File: src/rtl/audio_pkg.sv
// Shared audio datapath types and fixed-point constants used by the effect stages.
package audio_pkg;

    localparam int unsigned AUDIO_IN_W   = 16;
    localparam int unsigned AUDIO_COEF_W = 14;
    localparam int unsigned AUDIO_SCALE  = 5;
    localparam int unsigned AUDIO_PROD_W = AUDIO_IN_W + AUDIO_COEF_W;
    localparam int unsigned AUDIO_OUT_W  = AUDIO_PROD_W + 1;

    typedef logic signed [AUDIO_IN_W-1:0]   sample_t;
    typedef logic signed [AUDIO_COEF_W-1:0] coef_t;
    typedef logic signed [AUDIO_PROD_W-1:0] prod_t;
    typedef logic signed [AUDIO_OUT_W-1:0]  acc_t;

    localparam coef_t COEF_UNITY = coef_t'(1 << AUDIO_SCALE);

endpackage

File: src/rtl/dual_gain_mix_gain_shadow.sv
// Shadow/active gain pair: new gains wait in shadow until the next accepted sample.
module gain_shadow
    import audio_pkg::*;
#(
    parameter int unsigned COEF_W = AUDIO_COEF_W,
    parameter int unsigned SCALE  = AUDIO_SCALE
) (
    input  logic                     clk,
    input  logic                     reset_n,
    input  logic                     gain_load,
    input  logic signed [COEF_W-1:0] g_dry_in,
    input  logic signed [COEF_W-1:0] g_wet_in,
    input  logic                     commit,
    output logic signed [COEF_W-1:0] g_dry_use,
    output logic signed [COEF_W-1:0] g_wet_use,
    output logic                     gain_pending
);

    localparam logic signed [COEF_W-1:0] UNITY = COEF_W'(1 << SCALE);

    logic signed [COEF_W-1:0] act_dry, act_wet;
    logic signed [COEF_W-1:0] sh_dry, sh_wet;

    // The committing sample must already see the shadow values, so bypass combinationally.
    always_comb begin
        g_dry_use = act_dry;
        g_wet_use = act_wet;
        if (gain_pending) begin
            g_dry_use = sh_dry;
            g_wet_use = sh_wet;
        end
    end

    always_ff @(posedge clk or negedge reset_n) begin
        if (!reset_n) begin
            act_dry      <= UNITY;
            act_wet      <= '0;
            sh_dry       <= UNITY;
            sh_wet       <= '0;
            gain_pending <= 1'b0;
        end else begin
            if (commit && gain_pending) begin
                act_dry <= sh_dry;
                act_wet <= sh_wet;
            end
            if (gain_load) begin
                sh_dry       <= g_dry_in;
                sh_wet       <= g_wet_in;
                gain_pending <= 1'b1;
            end else if (commit) begin
                gain_pending <= 1'b0;
            end
        end
    end

endmodule

File: src/rtl/dual_gain_mix.sv
// Two-stage pipelined dry/wet gain mixer feeding the round/clip stage at full precision.
module dual_gain_mix
    import audio_pkg::*;
#(
    parameter int unsigned IN_W   = AUDIO_IN_W,
    parameter int unsigned COEF_W = AUDIO_COEF_W,
    parameter int unsigned SCALE  = AUDIO_SCALE,
    parameter int unsigned OUT_W  = AUDIO_OUT_W
) (
    input  logic                     clk,
    input  logic                     reset_n,
    input  logic                     in_valid,
    output logic                     in_ready,
    input  logic signed [IN_W-1:0]   in_dry,
    input  logic signed [IN_W-1:0]   in_wet,
    input  logic signed [COEF_W-1:0] g_dry_in,
    input  logic signed [COEF_W-1:0] g_wet_in,
    input  logic                     gain_load,
    output logic                     gain_pending,
    output logic                     out_valid,
    input  logic                     out_ready,
    output logic signed [OUT_W-1:0]  out_data
);

    localparam int unsigned PROD_W = IN_W + COEF_W;

    if (OUT_W != IN_W + COEF_W + 1) begin : g_bad_width
        $error("dual_gain_mix: OUT_W must equal IN_W+COEF_W+1");
    end

    logic                     s1_valid;
    logic                     s1_load, s2_load, in_hs;
    logic signed [PROD_W-1:0] p_dry, p_wet;
    logic signed [COEF_W-1:0] g_dry, g_wet;
    logic signed [PROD_W-1:0] dry_ext, wet_ext, gd_ext, gw_ext;

    assign s2_load  = !out_valid || out_ready;
    assign s1_load  = !s1_valid || s2_load;
    assign in_ready = reset_n && s1_load;
    assign in_hs    = in_valid && in_ready;

    gain_shadow #(
        .COEF_W (COEF_W),
        .SCALE  (SCALE)
    ) u_gain_shadow (
        .clk          (clk),
        .reset_n      (reset_n),
        .gain_load    (gain_load),
        .g_dry_in     (g_dry_in),
        .g_wet_in     (g_wet_in),
        .commit       (in_hs),
        .g_dry_use    (g_dry),
        .g_wet_use    (g_wet),
        .gain_pending (gain_pending)
    );

    // Operands widened to product width so the multiply is exact and signed.
    assign dry_ext = PROD_W'(in_dry);
    assign wet_ext = PROD_W'(in_wet);
    assign gd_ext  = PROD_W'(g_dry);
    assign gw_ext  = PROD_W'(g_wet);

    always_ff @(posedge clk or negedge reset_n) begin
        if (!reset_n) begin
            s1_valid <= 1'b0;
            p_dry    <= '0;
            p_wet    <= '0;
        end else if (s1_load) begin
            s1_valid <= in_valid;
            if (in_valid) begin
                p_dry <= dry_ext * gd_ext;
                p_wet <= wet_ext * gw_ext;
            end
        end
    end

    always_ff @(posedge clk or negedge reset_n) begin
        if (!reset_n) begin
            out_valid <= 1'b0;
            out_data  <= '0;
        end else if (s2_load) begin
            out_valid <= s1_valid;
            if (s1_valid) begin
                out_data <= OUT_W'(p_dry) + OUT_W'(p_wet);
            end
        end
    end

endmodule

File: config.mk
export PLATFORM = sky130hd
export DESIGN_NAME = dual_gain_mix
export DESIGN_NICKNAME = d
export VERILOG_FILES = /design/src/rtl/audio_pkg.sv /design/src/rtl/dual_gain_mix_gain_shadow.sv /design/src/rtl/dual_gain_mix.sv
export SDC_FILE = /design/constraint.sdc
export NUM_CORES = 2
export LEC_CHECK = 0
export BUFFER_PORTS_ARGS = -buffer_cell sky130_fd_sc_hd__clkbuf_2
export CORE_AREA = 2 2 263 213
export CTS_CLUSTER_DIAMETER = 100
export DETAILED_ROUTE_END_ITERATION = 16
export DIE_AREA = 0 0 265 215
export SYNTH_ARGS = -nofsm -noshare
export SYNTH_HDL_FRONTEND = slang
export SYNTH_SLANG_ARGS = --single-unit
File: constraint.sdc
create_clock -name clk -period 7.8 [get_ports clk]
set_input_delay 0.78 -clock clk [delete_from_list [all_inputs] [get_ports clk]]
set_output_delay 0.78 -clock clk [all_outputs]
set_load 0.005 [all_outputs]
## Word level (Yosys, flattened, before mapping)

Index checks and enable logic that the tools add are counted.

- Input port bits: 65
- Flip-flop bits (word level): 150

- Multiply operators: 2
- Mux-type cells: 4
- $add $sub $neg: 1
- Reduce and logical (&&, ||, !) cells: 10

Operators with widths:

| cell | count |
|---|---|
| multiplier 16 x 14 -> 30 bit | 2 |
| adder 30 x 30 -> 31 bit | 1 |
| two-way mux 14 bit | 2 |
| AND reduction 2 bit | 2 |
| logical AND 1 bit | 3 |
| zero test 1 bit | 2 |
| logical OR 1 bit | 2 |
| two-way mux 1 bit | 2 |
| nonzero test 2 bit | 1 |

## Depth between registers and ports, before layout

- Depth after elaboration: 7
- Mapped depth: 26

## Hierarchy

A second synthesis with hierarchy kept.

- Cells, all modules: 2498
- Area total of the unflattened synthesis: 24013.0 um^2

Modules (own cells, without submodules):

| module | times used | cells an instance | area each (um^2) |
|---|---|---|---|
| dual_gain_mix | 1 | 2346 | 21485.6 |
| gain_shadow | 1 | 152 | 2527.4 |

## Worst setup path before layout

OpenSTA, ideal clock, no wires.

- Kind: register to register
- Start point: register u_gain_shadow.gain_pending
- End point: register p_wet[22]
- Data arrival time: 6953 ps
- Stages on the path, launching flop included: 24
- Path buffers: 3
- Setup slack: 714 ps
- Setup time: 133 ps
- Path through: dfrtp_1 -> buf_1 -> clkbuf_1 -> mux2i_1 -> clkbuf_1 -> fa_1 -> fa_1 -> inv_1 -> fa_1 -> fa_1 -> fa_1 -> inv_1 -> fa_1 -> inv_1 -> ha_1 -> a21o_1 -> a21o_1 -> a21o_1 -> o2bb2ai_1 -> o41ai_1 -> a21oi_1 -> a21oi_1 -> xor2_1 -> o21ai_0

- Longest elaborated chain between the ends: 2

RTL lines:

| item | line | text |
|---|---|---|
| start, declared | dual_gain_mix_gain_shadow.sv:16 | `output logic gain_pending` |
| start signal, assigned | dual_gain_mix_gain_shadow.sv:40 | `gain_pending <= 1'b0;` |
| start signal, assigned | dual_gain_mix_gain_shadow.sv:49 | `gain_pending <= 1'b1;` |
| start signal, assigned | dual_gain_mix_gain_shadow.sv:51 | `gain_pending <= 1'b0;` |
| two-way mux 14 bit | dual_gain_mix_gain_shadow.sv:28 | `if (gain_pending) begin` |
| multiplier 16 x 14 -> 30 bit | dual_gain_mix.sv:72 | `p_wet <= wet_ext * gw_ext;` |
| end signal, assigned | dual_gain_mix.sv:72 |  |
| end, declared | dual_gain_mix.sv:33 | `logic signed [PROD_W-1:0] p_dry, p_wet;` |

No other way between the ends.
A chain may end at the register's enable or synchronous reset.

## Worst setup path in the final report

- Start point: register u_gain_shadow.gain_pending
- End point: register p_dry[25]

- Longest elaborated chain between the ends: 2

RTL lines:

| item | line | text |
|---|---|---|
| two-way mux 14 bit | dual_gain_mix_gain_shadow.sv:28 |  |
| multiplier 16 x 14 -> 30 bit | dual_gain_mix.sv:71 | `p_dry <= dry_ext * gd_ext;` |
| end signal, assigned | dual_gain_mix.sv:71 |  |
| end, declared | dual_gain_mix.sv:33 |  |

No other way between the ends.

==> flow_metrics.env <==
export IMPL_groute_usage_overall_pct=20.5
export IMPL_clock_tree_from_tritoncts="yes"
export IMPL_synth_cell_types=68
export IMPL_grt_setup_unrepaired="no"
export IMPL_hpwlAfterDp_um=45400
export IMPL_design_final_nets=3264
export IMPL_cts_hold_repair_buffers=0
export IMPL_async_set_or_reset_flop_fraction_in_the_synthesized_netlist_pct=100
export IMPL_worst_clock_skew_ps=19.6
export IMPL_area_of_the_core_um2=54500
export IMPL_finalCritPeriodShare_pct=94.8
export IMPL_route_detailed_wl_per_inst_um=16.7
export IMPL_cp_end_kind="register"
export IMPL_worst_slew_pin_transition_ps=1140
export IMPL_clock_path_buffers=2
export IMPL_mappedNetlistArea_um2=24200
export IMPL_post_drt_via_cell_ratio=5.21
export IMPL_overflow=0
export IMPL_worst_setup_path_end="p_dry[25]$_DFFE_PN0P_"
export IMPL_syn_area_per_cell_um2=9.52
export IMPL_insertedDiodeCount=0
export IMPL_run_status="finished clean"
export IMPL_die_height_um=215
export IMPL_filler_cell_count=5159
export IMPL_mostFrequentLayoutCells="sky130_fd_sc_hd__inv_1, sky130_fd_sc_hd__fa_1, sky130_fd_sc_hd__nand2_1"
export IMPL_cts_clk_slew_worst_paths_ps=80
export IMPL_setup_violations=0
export IMPL_fin_crit_ps=7390
export IMPL_timing_max_transition_violations_final=0
export IMPL_most_frequent_standard_cell_in_the_layout_excluding_fill_and_tap_cells="sky130_fd_sc_hd__inv_1"
export IMPL_num_vias=17300
export IMPL_grt_start_max_net_pins=108
export IMPL_yosysWarnings=0
export IMPL_finalInstanceArea_um2=26000
export IMPL_cap_violations=0
export IMPL_io_buffer_count=98
export IMPL_critPathLaunch="u_gain_shadow.gain_pending$_DFFE_PN0P_"
export IMPL_yosys_register_bits=150
export IMPL_finalSetupTns_ps=0
export IMPL_critPathMaxFanout=16
export IMPL_layout_drive_gt1_share_pct=9.73
export IMPL_initial_utilization_pct=44.4
export IMPL_dpl_instance_area_um2=25400
export IMPL_worst_ep_required_time_ps=8080
export IMPL_hold_violations=0
export IMPL_post_cts_setup_buffer_count=0
export IMPL_startpoint_type_of_the_worst_setup_path="register"
export IMPL_grt_pass1_vias=18300
export IMPL_grt_antenna_before_repair=1
export IMPL_r2r_start="u_gain_shadow.gain_pending$_DFFE_PN0P_"
export IMPL_final_core_utilization_pct=47.7
export IMPL_critPathKind="register to register"
export IMPL_drt_total_wl_um=55200
export IMPL_synthesis_nets=3218
export IMPL_placementRows=77
export IMPL_synth_yosys_seq_area_share_pct=15.5
export IMPL_total_iterations_of_the_first_detailed_routing_run=5
export IMPL_syn_inst=2542
export IMPL_grt_first_pass_wirelength_um=93900
export IMPL_area_growth_pct=7.47
export IMPL_ioPinCount=99
export IMPL_cts_root_buf="sky130_fd_sc_hd__clkbuf_16"
export IMPL_clock_sinks=150
export IMPL_reg2reg_setup_slack_ps=410
export IMPL_design_die_area_um2=57000
export IMPL_die_width_um=265
export IMPL_antenna_violating_nets_post_route=0
export IMPL_synth_flop_cell="sky130_fd_sc_hd__dfrtp_1"
export IMPL_rr_endpoint="p_dry[25]$_DFFE_PN0P_"
export IMPL_max_freq_mhz=135
export IMPL_quantity_of_gates_resized_following_cts=0
export IMPL_worst_skew_pair_late_latency_ps=450
export IMPL_worstPathArrival_ps=7670
export IMPL_drt_initial_violations=975
export IMPL_synth_edf_count=0
export IMPL_worstRegToRegCells=22
export IMPL_hold_class="input port to asynchronous set/reset pin"
export IMPL_ctsHtreeMaxLevel=4
export IMPL_place_congestion=0.886
export IMPL_tritoncts_num_buffers=17
export IMPL_route_detailed_drc=0
export IMPL_max_slew_margin_rel_pct=23.9
[flip-flops by register name (all words and copies together), names as in the netlist]
name / flops
out_data: 31
u_gain_shadow.act_dry: 14
u_gain_shadow.sh_dry: 14
out_valid: 1
s1_valid: 1
u_gain_shadow.act_wet: 14
p_wet: 30
u_gain_shadow.sh_wet: 14
u_gain_shadow.gain_pending: 1
p_dry: 30
[synth_stat cells, drive strengths merged (10+ instances only)]
cell | instances | area share, %
inv | 491 | 7.6
fa | 439 | 36
nand2 | 290 | 4.5
ha | 172 | 8.9
nor2b | 165 | 4.3
dfrtp | 148 | 15
o21ai | 96 | 2.0
clkbuf | 88 | 1.4
and2 | 76 | 2.0
mux2 | 71 | 3.3
nor2 | 67 | 1.1
a21oi | 59 | 1.2
a21o | 57 | 1.8
xnor2 | 48 | 1.7
nand2b | 39 | 1.0
xor2 | 31 | 1.1
nand3 | 25 | 0.52
mux2i | 16 | 0.66
nor3 | 15 | 0.31
o31ai | 13 | 0.40
o21bai | 12 | 0.37
a211oi | 11 | 0.39
o21a | 10 | 0.31
[logic make-up (layout without fill, tap and decap cells)]
logic type               count (synthesis)  after routing  synth area share [%]
XOR/XNOR                                79             79                  2.86
AND/OR/NAND/NOR                        725            725                  15.0
multiplexers                            87             87                  3.97
adder cells (fa/ha/maj)                611            611                  45.2
flip-flops                             150            150                  15.5
buffers and inverters                  582            641                  9.15
AO/OA/AOI/OAI                          308            308                  8.22
[metrics by stage]
| step | setup WS [ps] | hold WS (ps) | instances |
|---|---|---|---|
| 3_3_place_gp | 649 | 452 | 3280 |
| 3_5_place_dp | 532 | 464 | 3280 |
| 6_report | 407 | 346 | 3312 |
| 4_1_cts | 473 | 383 | 3312 |
| 2_1_floorplan | 714 | 447 | 2542 |
| 5_1_grt | 40.0 | 408 | 3312 |
[routing by layer]
metal	GRT usage, %	vias to the layer above	routed length (um)
li1	-	7965	-
met1	30.9	8886	27100
met2	32.0	369	24900
met3	2.70	49	2430
met4	3.95	0	792
met5	0	-	0
[critical path, cell delays in order, from the launching register on]
cell and delay [ps]:
sky130_fd_sc_hd__dfrtp_1 460, sky130_fd_sc_hd__buf_4 240, sky130_fd_sc_hd__mux2_2 510, sky130_fd_sc_hd__and2_1 240, sky130_fd_sc_hd__fa_1 480, sky130_fd_sc_hd__inv_1 50
sky130_fd_sc_hd__fa_1 450, sky130_fd_sc_hd__fa_1 500, sky130_fd_sc_hd__fa_1 550, sky130_fd_sc_hd__inv_1 60, sky130_fd_sc_hd__fa_1 480, sky130_fd_sc_hd__inv_1 50
sky130_fd_sc_hd__fa_1 470, sky130_fd_sc_hd__inv_1 40, sky130_fd_sc_hd__ha_1 350, sky130_fd_sc_hd__and3_1 260, sky130_fd_sc_hd__o21ai_0 160, sky130_fd_sc_hd__o21ai_0 640
sky130_fd_sc_hd__nand2_1 250, sky130_fd_sc_hd__o311ai_0 520, sky130_fd_sc_hd__a21boi_0 200, sky130_fd_sc_hd__xor2_1 170, sky130_fd_sc_hd__o21ai_0 90
[how the worst min path moves through the flow]
stage                     depth (start not counted)  slack (ps)                                   to
after floorplan                                   2         450                p_wet[16]$_DFFE_PN0P_
after global placement                            2         450             out_data[15]$_DFFE_PN0P_
after detailed placement                          2         460             out_data[15]$_DFFE_PN0P_
after CTS                                         1         380  u_gain_shadow.sh_wet[9]$_DFFE_PN0P_
after global routing                              1         410  u_gain_shadow.sh_wet[9]$_DFFE_PN0P_
final                                             1         350  u_gain_shadow.sh_wet[4]$_DFFE_PN0P_
[layout make-up]
class,instances,area [um^2],area share (%)
Clock buffer,18,429,1.65
Inverter,491,1840,7.09
Timing Repair Buffer,118,647,2.49
Sequential cell,150,3760,14.4
Multi-Input combinational cell,1810,18200,70.1
Clock inverter,14,201,0.775
Tap cell,711,890,3.42
Power is not shown: default switching activity piles up to over one toggle a cycle in this logic, so the estimate is an artifact.
